==> src/rtl/mod_reduce21_c5.sv <==
// Reduces a 21-bit accumulator value modulo an 18-bit modulus using four restoring
// subtract steps (mod<<3 .. mod<<0), then holds the residue until the consumer takes it.
module mod_reduce21_c5 (
  input  logic        clk,
  input  logic        rst_n,
  input  logic        in_valid,
  output logic        in_ready,
  input  logic [20:0] in_value,
  input  logic [17:0] modulus,
  output logic        out_valid,
  input  logic        out_ready,
  output logic [17:0] out_residue,
  output logic        out_err,
  output logic        busy
);

  typedef enum logic [1:0] {
    IDLE = 2'd0,
    SUB  = 2'd1,
    DONE = 2'd2
  } state_t;

  state_t      state_q, state_d;
  logic [20:0] rem_q, rem_d;
  logic [17:0] mod_q, mod_d;
  logic [1:0]  k_q, k_d;
  logic [17:0] res_q, res_d;
  logic        err_q, err_d;

  logic [20:0] sub_op;
  logic [20:0] rem_step;

  // mod<<3 of an 18-bit value fits exactly in 21 bits, so nothing is lost here.
  always_comb begin
    sub_op   = {3'b000, mod_q} << k_q;
    rem_step = (rem_q >= sub_op) ? (rem_q - sub_op) : rem_q;
  end

  always_comb begin
    state_d = state_q;
    rem_d   = rem_q;
    mod_d   = mod_q;
    k_d     = k_q;
    res_d   = res_q;
    err_d   = err_q;
    case (state_q)
      IDLE: begin
        if (in_valid) begin
          rem_d = in_value;
          mod_d = modulus;
          k_d   = 2'd3;
          if (modulus[17]) begin
            state_d = SUB;
          end else begin
            state_d = DONE;
            res_d   = 18'd0;
            err_d   = 1'b1;
          end
        end
      end
      SUB: begin
        rem_d = rem_step;
        if (k_q == 2'd0) begin
          state_d = DONE;
          res_d   = rem_step[17:0];
          err_d   = 1'b0;
        end else begin
          k_d = k_q - 2'd1;
        end
      end
      DONE: begin
        if (out_ready) begin
          state_d = IDLE;
        end
      end
      default: state_d = IDLE;
    endcase
  end

  always_ff @(posedge clk or negedge rst_n) begin
    if (!rst_n) begin
      state_q <= IDLE;
      rem_q   <= 21'd0;
      mod_q   <= 18'd0;
      k_q     <= 2'd0;
      res_q   <= 18'd0;
      err_q   <= 1'b0;
    end else begin
      state_q <= state_d;
      rem_q   <= rem_d;
      mod_q   <= mod_d;
      k_q     <= k_d;
      res_q   <= res_d;
      err_q   <= err_d;
    end
  end

  assign in_ready    = (state_q == IDLE);
  assign busy        = (state_q != IDLE);
  assign out_valid   = (state_q == DONE);
  assign out_residue = res_q;
  assign out_err     = err_q;

endmodule

==> config.mk <==
export PLATFORM = sky130hd
export DESIGN_NAME = mod_reduce21_c5
export DESIGN_NICKNAME = d
export VERILOG_FILES = /design/src/rtl/mod_reduce21_c5.sv
export SDC_FILE = /design/constraint.sdc
export NUM_CORES = 1
export LEC_CHECK = 0
export ABC_AREA = 1
export BUFFER_PORTS_ARGS = -buffer_cell sky130_fd_sc_hd__buf_2
export CORE_MARGIN = 4
export CORE_UTILIZATION = 45
export DETAILED_ROUTE_END_ITERATION = 8
export RECOVER_POWER = 25
export SLEW_MARGIN = 20
export SYNTH_ARGS = -nofsm -noshare
export SYNTH_HDL_FRONTEND = slang
export SYNTH_SLANG_ARGS = --single-unit
==> constraint.sdc <==
create_clock -name clk -period 3.13 [get_ports clk]
set_input_delay 0.626 -clock clk [delete_from_list [all_inputs] [get_ports clk]]
set_output_delay 0.626 -clock clk [all_outputs]
set_load 0.01 [all_outputs]
==> summary.txt <==
Outcome
  • Result of the run: complete, but fails checks
  • Violated checks: capacitance limit, slew limit

Synth
  • Top_reg_cell synth: sky130_fd_sc_hd__dfrtp_1
  • Mapped Avg Cell Area: 6.69 um2
  • Most area-hungry cell type in the Yosys netlist: sky130_fd_sc_hd__dfrtp_1
  • Proportion of synthesized flip-flops having asynchronous set or reset: 1.00
  • Count of warnings emitted by yosys: 0
  • Seq/Total Area, Yosys: 0.324
  • Synthesis-stage register bit count: 62
  • Area share of the leading cell type in the synthesized netlist: 0.324
  • Synth top area cells: sky130_fd_sc_hd__dfrtp_1, sky130_fd_sc_hd__nand2_1, sky130_fd_sc_hd__inv_1
  • Post-Syn Area: 0.00479 mm2
  • Syn nets: 784
  • Synthesized instance count: 716
  • Number of flops mapped to enable cells by yosys: 0
  • Number of different library cells in the post-synthesis netlist: 44

Placed design
  • DP HPWL: 10.2 mm
  • # port buffers: 64
  • Post-placement setup slack: 0.200 ns
  • Final weighted congestion of routability-driven global placement: 0.944
  • Placed insts: 908

CTS
  • Number of H-tree levels: 3
  • Hold-fix buffers at CTS: 0
  • Max Root-Sink Buffers: 2
  • Clock network latency to the later pin of the worst-skew pair: 0.38 ns
  • CTS clk-pin slew, worst paths: 0.08 ns
  • Clock tree from TritonCTS: done
  • Clock tree root buffer cell: sky130_fd_sc_hd__clkbuf_8
  • Num Clock Sinks: 62
  • Number of CTS-inserted buffers: 9

Setup path
  • Worst setup slack for register-to-register paths: 0.22 ns
  • Sequence of cells on the critical path: inv_2 > buf_4 > nand2_1 > nand2_1 > inv_1 > nand2_1 > o21ai_0 > ha_1 > nand2_1 > inv_2 > nand2_1 > nor2_1 > nand2_2 > nor2_4 > nor2_8 > buf_4 > a21oi_1 > nand2_1 > nand2_1 > nand2_1 > nand2_1
  • Slowest Stage Delay on Critical Path: 0.43 ns
  • Peak fanout along the critical path: 13
  • Cell family with the largest share of critical-path delay: simple AND/OR/NAND/NOR gates
  • Kind of launch point of the worst setup path: flip-flop
  • Worst path buffer plus inverter count: 5
  • Critical setup path kind: flip-flop to flip-flop
  • Master of the slowest instance on the critical path: sky130_fd_sc_hd__ha_1
  • Arrival time of data at the critical path endpoint: 3.23 ns
  • Worst path required time: 3.45 ns
  • Capture point of the worst reg-to-reg path: rem_q[20]
  • Reg-to-Reg Start: k_q[0]
  • Number of cells on the worst reg-to-reg path: 21
  • CP Capture Type: flip-flop
  • Most frequent CP cell: sky130_fd_sc_hd__nand2_1

Layout
  • Area growth syn-to-layout: 16.3%
  • Count of inserted antenna diode cells: 0
  • # nets final: 863
  • Most common library cell in the layout ignoring fill and taps: sky130_fd_sc_hd__nand2_1
  • Commonest cells after routing, fill and taps aside: sky130_fd_sc_hd__nand2_1, sky130_fd_sc_hd__inv_1, sky130_fd_sc_hd__buf_2
  • Fraction of layout instances using a drive strength above 1: 0.189
  • Final cell count without fillers: 935

Floorplanning
  • Die Wd: 111 um
  • CORE AREA: 0.0103 mm2
  • Number of rows created at floorplan: 37
  • Overall die height: 111 um
  • Die outline area: 0.0124 mm2
  • Number of top-level pins: 65
  • Starting density of the core: 0.464

STA
  • Max-slew headroom at the worst pin: -0.163
  • Top achievable clock speed: 344 MHz
  • Period utilization: 0.929
  • Setup TNS: 0 ns
  • Transition time at the pin with the least slew margin: 1.74 ns
  • Count of endpoints failing setup in the final report: 0
  • Final hold violation count: 0
  • Slew Limit Fails: 33
  • Post-route minimum period: 2.91 ns
  • Minimum hold slack: 0.270 ns
  • Unrepaired setup endpoints after global routing: false
  • Setup slack after layout: 0.222 ns
  • Final worst clock skew: 0.0129 ns

GRT
  • Maximum number of pins on one net before global-route repair: 37
  • Global route overflow: 0
  • First-pass GRT wire length: 21.9 mm
  • Via count of the first global-routing pass: 4558
  • All-layer global routing usage: 0.220
  • Antenna violations before repair: 0

Drt
  • Total wirelength of the detailed-routed design: 13.2 mm
  • Number of optimization iterations in the first detailed-route pass: 4
  • Detailed router's first-iteration violation count: 228
  • DR vias: 4747
  • Average vias per placed instance: 5.08
  • Post-route antenna net violation count: 0
  • Post-detailed-route DRC marker count: 0
  • Routed length per instance: 14.1 um

Flow run
  • Number of max-cap violations: 1

Hold path
  • Worst min-delay path category: input port to asynchronous set/reset pin
==> how the worst max path moves through the flow <==
stage | start | to | slack, ns | cells past startpoint
2_1_floorplan | k_q[0] | rem_q[5] | 0.59 | 18
6_report | k_q[0] | rem_q[20] | 0.22 | 21
4_1_cts | k_q[0] | rem_q[2] | 0.19 | 17
3_3_place_gp | k_q[0] | rem_q[19] | 0.22 | 21
5_1_grt | k_q[0] | out_residue[13] | 0.003 | 13
3_5_place_dp | k_q[0] | rem_q[8] | 0.20 | 17
==> layout make-up <==
class                   instances  area (um2)
repair buffers                 88         492
clock buffers                  12         165
fillers                      1057        4750
clock inverters                 3        42.5
well taps                     136         170
flip-flops and latches         62        1550
inverters                      88         334
multi-input cells             545        2810
repair inverters                1        7.51
==> cells in the mapped netlist (3+ instances only) <==
cell                         n
sky130_fd_sc_hd__nand3b_1    8
sky130_fd_sc_hd__nor2_1     36
sky130_fd_sc_hd__nor2_2      4
sky130_fd_sc_hd__xnor2_1     6
sky130_fd_sc_hd__dfrtp_1    62
sky130_fd_sc_hd__nand4_1    10
sky130_fd_sc_hd__o211ai_1    4
sky130_fd_sc_hd__nand3_2    10
sky130_fd_sc_hd__buf_2       3
sky130_fd_sc_hd__inv_1      81
sky130_fd_sc_hd__nand2_1   285
sky130_fd_sc_hd__nand3_1    59
sky130_fd_sc_hd__nand2_2    11
sky130_fd_sc_hd__o211ai_2    3
sky130_fd_sc_hd__o21ai_2     4
sky130_fd_sc_hd__clkbuf_1   12
sky130_fd_sc_hd__o21ai_0    39
sky130_fd_sc_hd__o21bai_1    3
sky130_fd_sc_hd__inv_2       6
sky130_fd_sc_hd__a21oi_1    14
sky130_fd_sc_hd__a21boi_0    5
sky130_fd_sc_hd__ha_1       24
==> state kept, by name, indices dropped and copies added, names as in the netlist <==
signal and cells:
mod_q 18, out_residue 18, rem_q 21, state_q 2
out_err 1, k_q 2
==> metal layers <==
layer  up-vias  GRT usage  routed length (um)
li1       2435          -                   -
met1      2177      0.292                6250
met2       111      0.352                6040
met3        24     0.0459                 575
met4         0     0.0860                 314
met5         -          0                   0
==> worst register-to-register path, stage by stage, from the launching register on <==
cell and delay (ns):
sky130_fd_sc_hd__dfrtp_1 0.41, sky130_fd_sc_hd__inv_2 0.11, sky130_fd_sc_hd__buf_4 0.16, sky130_fd_sc_hd__nand2_1 0.06, sky130_fd_sc_hd__nand2_1 0.05, sky130_fd_sc_hd__inv_1 0.05, sky130_fd_sc_hd__nand2_1 0.05, sky130_fd_sc_hd__o21ai_0 0.18
sky130_fd_sc_hd__ha_1 0.43, sky130_fd_sc_hd__nand2_1 0.10, sky130_fd_sc_hd__inv_2 0.08, sky130_fd_sc_hd__nand2_1 0.05, sky130_fd_sc_hd__nor2_1 0.17, sky130_fd_sc_hd__nand2_2 0.09, sky130_fd_sc_hd__nor2_4 0.14, sky130_fd_sc_hd__nor2_8 0.09
sky130_fd_sc_hd__buf_4 0.20, sky130_fd_sc_hd__a21oi_1 0.20, sky130_fd_sc_hd__nand2_1 0.08, sky130_fd_sc_hd__nand2_1 0.06, sky130_fd_sc_hd__nand2_1 0.05, sky130_fd_sc_hd__nand2_1 0.05
==> logic make-up (layout without fill, tap and decap cells) <==
logic type	Yosys count	count (layout)	share of synthesized area
AO/OA/AOI/OAI	79	79	0.0998
XOR/XNOR	7	7	0.0128
adder cells (fa/ha/maj)	25	25	0.0669
buffers and inverters	110	192	0.0951
flip-flops	62	62	0.324
multiplexers	1	1	0.00209
AND/OR/NAND/NOR	432	433	0.399
==> through the flow <==
step | utilization | area, um2
after global placement | 0.510 | 5260
after floorplan | - | 4790
after detailed placement | 0.510 | 5260
after CTS | 0.530 | 5470
final | 0.539 | 5570
after global routing | 0.539 | 5570
==> repair_timing <==
item                                    CTS  global route
endpoints found under the setup margin    0            35
endpoints found under the hold margin     0             0
buffers inserted                          0            10
gates resized for setup                   0             5
Power is left out: the tool's default activity adds up to more than one toggle a clock period on the data nets, which glitch-free logic cannot reach.
